--- src/rtl/ahb_burst_read_handler.sv ---
// AHB burst read data-phase handler: tracks one outstanding address phase and
// turns each completed data phase into a register-file write strobe.
module ahb_burst_read_handler #(
  parameter int DATA_W = 32,
  parameter int ADDR_W = 26,
  parameter int RF_AW  = 5,
  parameter int BEAT_W = 5
) (
  input  logic              HCLK,
  input  logic              HRESETn,
  input  logic [5:0]        state,
  input  logic              HREADY,
  input  logic              HRESP,
  input  logic [DATA_W-1:0] HRDATA,
  input  logic [ADDR_W-1:0] ADDR,
  output logic [DATA_W-1:0] RESPONSE,
  output logic [RF_AW-1:0]  RESPONSE_ADDR,
  output logic              REG_ENABLE,
  output logic              REG_WRITE,
  output logic [BEAT_W-1:0] BEAT_CNT,
  output logic              RD_DONE,
  output logic              RD_ERR
);

  localparam logic [5:0] ST_SBURSTR = 6'b000100;
  localparam logic [5:0] ST_INCRBR  = 6'b010000;
  localparam logic [5:0] ST_BUSY    = 6'b100000;

  localparam logic RD_IDLE = 1'b0;
  localparam logic RD_DATA = 1'b1;

  logic              rd_state_q, rd_state_d;
  logic [RF_AW-1:0]  slot_q, slot_d;
  logic [DATA_W-1:0] resp_q, resp_d;
  logic [RF_AW-1:0]  resp_addr_q, resp_addr_d;
  logic              reg_en_q, reg_en_d;
  logic [BEAT_W-1:0] beat_q, beat_d;
  logic              first_q, first_d;
  logic              done_q, done_d;
  logic              err_q, err_d;

  logic is_read, accept, complete;
  logic unused_addr_bits;

  // Only the word index within the register file is meaningful.
  assign unused_addr_bits = ^{ADDR[ADDR_W-1:RF_AW+2], ADDR[1:0]};

  function automatic logic [BEAT_W-1:0] beat_next(input logic first,
                                                  input logic [BEAT_W-1:0] cnt);
    if (first)     return BEAT_W'(1);
    else if (&cnt) return cnt;
    else           return cnt + 1'b1;
  endfunction

  always_comb begin
    is_read  = (state == ST_SBURSTR) || (state == ST_INCRBR);
    accept   = is_read && HREADY;
    complete = (rd_state_q == RD_DATA) && HREADY;

    rd_state_d  = rd_state_q;
    slot_d      = slot_q;
    resp_d      = resp_q;
    resp_addr_d = resp_addr_q;
    reg_en_d    = 1'b0;
    beat_d      = beat_q;
    first_d     = first_q;
    done_d      = 1'b0;
    err_d       = 1'b0;

    if (complete && HRESP) begin
      // An ERROR ends the sequence and drops any address phase taken alongside it.
      rd_state_d = RD_IDLE;
      err_d      = 1'b1;
      first_d    = 1'b1;
    end else begin
      if (accept) begin
        rd_state_d = RD_DATA;
        slot_d     = ADDR[RF_AW+1:2];
      end else if (complete) begin
        rd_state_d = RD_IDLE;
      end
      if (complete) begin
        resp_d      = HRDATA;
        resp_addr_d = slot_q;
        reg_en_d    = 1'b1;
        beat_d      = beat_next(first_q, beat_q);
        // BUSY pauses a burst without ending it.
        done_d      = !accept && (state != ST_BUSY);
        first_d     = done_d;
      end
    end
  end

  always_ff @(posedge HCLK or negedge HRESETn) begin
    if (!HRESETn) begin
      rd_state_q  <= RD_IDLE;
      resp_q      <= '0;
      resp_addr_q <= '0;
      reg_en_q    <= 1'b0;
      beat_q      <= '0;
      first_q     <= 1'b1;
      done_q      <= 1'b0;
      err_q       <= 1'b0;
    end else begin
      rd_state_q  <= rd_state_d;
      resp_q      <= resp_d;
      resp_addr_q <= resp_addr_d;
      reg_en_q    <= reg_en_d;
      beat_q      <= beat_d;
      first_q     <= first_d;
      done_q      <= done_d;
      err_q       <= err_d;
    end
  end

  // The pending slot is only consulted while RD_DATA, so it needs no reset.
  always_ff @(posedge HCLK) begin
    slot_q <= slot_d;
  end

  assign RESPONSE      = resp_q;
  assign RESPONSE_ADDR = resp_addr_q;
  assign REG_ENABLE    = reg_en_q;
  assign REG_WRITE     = reg_en_q;
  assign BEAT_CNT      = beat_q;
  assign RD_DONE       = done_q;
  assign RD_ERR        = err_q;

endmodule

--- config.mk ---
export PLATFORM = sky130hd
export DESIGN_NAME = ahb_burst_read_handler
export DESIGN_NICKNAME = d
export VERILOG_FILES = /design/src/rtl/ahb_burst_read_handler.sv
export SDC_FILE = /design/constraint.sdc
export NUM_CORES = 1
export LEC_CHECK = 0
export ABC_AREA = 1
export CORE_ASPECT_RATIO = 1.75
export CORE_UTILIZATION = 34
export DETAILED_ROUTE_END_ITERATION = 10
export GPL_TIMING_DRIVEN = 1
export PLACE_DENSITY = 0.75
export SYNTH_ARGS = -nofsm -noshare
export SYNTH_HDL_FRONTEND = slang
export SYNTH_SLANG_ARGS = --single-unit
--- constraint.sdc ---
create_clock -name HCLK -period 1.3 [get_ports HCLK]
set_input_delay 0.26 -clock HCLK [delete_from_list [all_inputs] [get_ports HCLK]]
set_output_delay 0.26 -clock HCLK [all_outputs]
set_load 0.01 [all_outputs]
==> flow_summary_export.csv <==
group,metric,value,unit
yosys,syn_nets,295,
pwr,power_density,1338,nW/um^2
critical_path,critPathLaunchType,"register",
pwr,p_leak,1.772,nW
pwr,switching_share,0.2999,
sta,skew,0.005733,ns
critical_path,crit_family,"simple AND/OR/NAND/NOR gates",
clock_tree,worstSkewPairLatency,0.30,ns
floorplan,start_util,0.3505,
final_layout,layout_commonest_cell,"nand2_1",
critical_path,critPathArrivalTime,1.70,ns
yosys,yosysWarnings,0,
clock_tree,cts_made_buffers,5,
final_layout,area_growth,61.81,%
final_layout,final_cell_mix,"nand2_1, dfrtp_1, dlygate4sd2_1",
pwr,p_int,3.098,mW
routing,drt_iter0_markers,51,
global_routing,grt_first_pass_wirelength,7.893,mm
critical_path,cpPeakStageDelay,0.37,ns
global_routing,grt-ovfl-total,0,
pwr,p_clk_frac,0.212,
sta,max_slew_margin,0.8207,
floorplan,die_w,60.62,um
sta,rsz0062_at_grt,"true",
sta,hold_viol_final,0,
routing,firstDrtPassIters,4,
clock_tree,clock_path_buffers,2,
critical_path,cp_num_buf_inv,1,
yosys,synth_area,2044,sq um
sta,period_share,1.121,
placement,numPortBuffers,92,
final_layout,final_cells,415,
placement,dp.cells,400,
final_layout,final_net_count,406,
clock_tree,cts_max_level,2,
pwr,ir_worst_vdd,0.7559,mV
clock_tree,clock_sinks,52,
placement,dp.final_hpwl,3.673,mm
yosys,ys_ff_latch,52,
global_routing,antenna_found_initial,0,
worst_hold_path,min_delay_worst_endpoint,"first_q$_DFFE_PN1P_",
sta,worst_slack,-0.1575,ns
global_routing,grt_max_degree,48,
run_status,violations,"setup timing",
critical_path,worstPathCellList,"ha_2 > nand2_2 > nor2_4 > ha_4 > inv_2 > o21ai_4 > nor2_2 > nand2_1 > nand2_1 > nor2_1",
critical_path,rrSetupSlack,-0.16,ns
final_layout,num-fill-cells,558,
worst_hold_path,min-delay-start,"HREADY",
critical_path,crit_path_max_fanout,5,
yosys,syn_inst,225,
critical_path,worstSetupEndpointType,"register",
sta,fmax,0.6861,GHz
clock_tree,path_clk_slew,0.09,ns
pwr,fin_total_pwr,4.426,mW
final_layout,drive_gt1_frac,0.1395,
routing,routed_via_density,4.424,
critical_path,timing.rr.end,"BEAT_CNT[3]$_DFFE_PN0P_",
sta,maxSlewViolCount,0,
floorplan,core,5833,sq um
critical_path,worstPathRequired,1.54,ns
worst_hold_path,worstHoldPathType,"in -> reg",
routing,final_antenna_net_count,0,
flow_run,cap_violations,0,
sta,setup_viol,5,
routing,drc,0,
pwr,p_seq_frac,0.493,
worst_hold_path,hold_depth,3,
yosys,ys_seq_area_frac,0.6493,
critical_path,critical_path.most_common_cell,"nand2_1",
pwr,power.switching,1.327,mW
final_layout,fin_util,0.5671,
global_routing,grt_pass1_vias,1743,
routing,post_drt_wl_per_cell,12.41,um
yosys,postSynthAreaPerCell,9.086,sq um
sta,period_minus_slack,1.457,ns
critical_path,slowest_stage,"dfrtp_1",
floorplan,rows,37,
routing,drt-total-wl,5.149,mm
global_routing,track_usage,0.1663,
clock_tree,cts_tree,"done",
run_status,outcome,"complete, but fails checks",
critical_path,regToRegStartpoint,"BEAT_CNT[1]$_DFFE_PN0P_",
floorplan,io-pin-count,114,
critical_path,worst-setup-path-type,"reg -> reg",
yosys,synth_cell_types,20,
critical_path,reg2reg_depth,10,
pwr,power_frac_comb,0.295,
floorplan,dieArea,6339,sq um
final_layout,diodes,0,
routing,vias,1836,
sta,worst_pin_slew,0.2679,ns
floorplan,die_y,104.6,um
placement,gp_congestion,0.7927,
clock_tree,cts-root-buf,"clkbuf_8",
-- sequential cells by signal (all words and copies together) (netlist names) --
name / count
RESPONSE: 32
BEAT_CNT: 5
RESPONSE_ADDR: 5
slot_q: 5
RD_DONE: 1
RD_ERR: 1
REG_ENABLE: 1
first_q: 1
rd_state_q: 1
-- worst max path at each step --
stage	startpoint	end	slack, ns	cells past startpoint
finish	BEAT_CNT[1]$_DFFE_PN0P_	BEAT_CNT[3]$_DFFE_PN0P_	-0.16	10
global route	BEAT_CNT[0]$_DFFE_PN0P_	BEAT_CNT[3]$_DFFE_PN0P_	-0.24	10
CTS	BEAT_CNT[0]$_DFFE_PN0P_	BEAT_CNT[3]$_DFFE_PN0P_	-0.15	9
detailed placement	state[1]	slot_q[3]$_DFFE_PP_	-0.33	7
global placement	HREADY	BEAT_CNT[0]$_DFFE_PN0P_	-0.30	7
floorplan	BEAT_CNT[0]$_DFFE_PN0P_	BEAT_CNT[3]$_DFFE_PN0P_	-0.12	10
-- timing repair --
item | in CTS | in global routing
buffers inserted | 1 | 4
setup endpoints to repair | 51 | 50
hold endpoints to repair | 46 | 0
gates cloned | 1 | 0
pin swaps | 1 | 8
resized for setup | 52 | 20
hold buffers | 1 | 0
-- cells by family after synthesis --
group                    Yosys count  share of synthesized area
buffers and inverters             17                    0.03978
AO/OA/AOI/OAI                      9                    0.02387
AND/OR/NAND/NOR                  145                     0.2748
adder cells (fa/ha/maj)            2                    0.01224
flip-flops                        52                     0.6493
-- Yosys cell counts --
master	instances	share of area
nor2_1	11	0.020
nand2_1	127	0.23
nand4_1	1	0.0031
ha_1	2	0.012
inv_2	1	0.0018
o21ai_1	2	0.0049
or2_2	1	0.0031
o21ai_2	1	0.0043
a21oi_1	2	0.0049
o21ai_0	4	0.0098
nor2_4	1	0.0055
clkbuf_1	2	0.0037
edfxtp_1	5	0.073
nand3_1	4	0.0098
dfrtp_1	46	0.56
buf_6	1	0.0055
buf_2	5	0.012
inv_1	7	0.013
buf_4	1	0.0037
dfstp_2	1	0.013
-- final cells by class --
class / count / area (sq um) / area share
multi-input cells: 157 / 698.2 / 0.2110
inverters: 8 / 30.03 / 0.009077
clock inverters: 1 / 7.507 / 0.002269
well taps: 78 / 97.59 / 0.02950
repair buffers: 112 / 1061 / 0.3207
clock buffers: 7 / 86.33 / 0.02610
flip-flops and latches: 52 / 1328 / 0.4013
-- worst reg2reg max path, cell delays in order (launching register included) --
cell,delay [ns]
dfrtp_1,0.37
ha_2,0.19
nand2_2,0.08
nor2_4,0.12
ha_4,0.14
inv_2,0.05
o21ai_4,0.19
nor2_2,0.06
nand2_1,0.06
nand2_1,0.06
nor2_1,0.08
-- per-stage QoR --
step	setup WS [ns]	TNS [ns]	hold slack, ns	instance area (sq um)
final	-0.1575	-0.4987	0.3063	3308
after global routing	-0.2402	-0.9189	0.3265	3308
after CTS	-0.1487	-0.4558	0.4568	3199
after detailed placement	-0.3300	-14.30	0.2701	3144
after global placement	-0.2967	-13.23	0.2622	3144
after floorplan	-0.1180	-0.2977	-0.03559	2052
-- power groups by stage --
stage	combinational [mW]	sequential, mW	clock (mW)
floorplan	0.325	2.41	0
global placement	1.52	2.21	0
detailed placement	1.56	2.23	0
CTS	1.30	2.18	0.990
global route	1.45	2.22	1.04
finish	1.31	2.18	0.938
-- layer usage --
metal  vias up  share of wire  global-route usage
met2        53           0.60              0.3124
met5         -              0                   0
met4         0          0.023             0.07143
met3         8          0.039             0.02970
li1        914              -                   -
met1       861           0.34              0.1665
No activity file was read; power rests on OpenSTA's default activity.
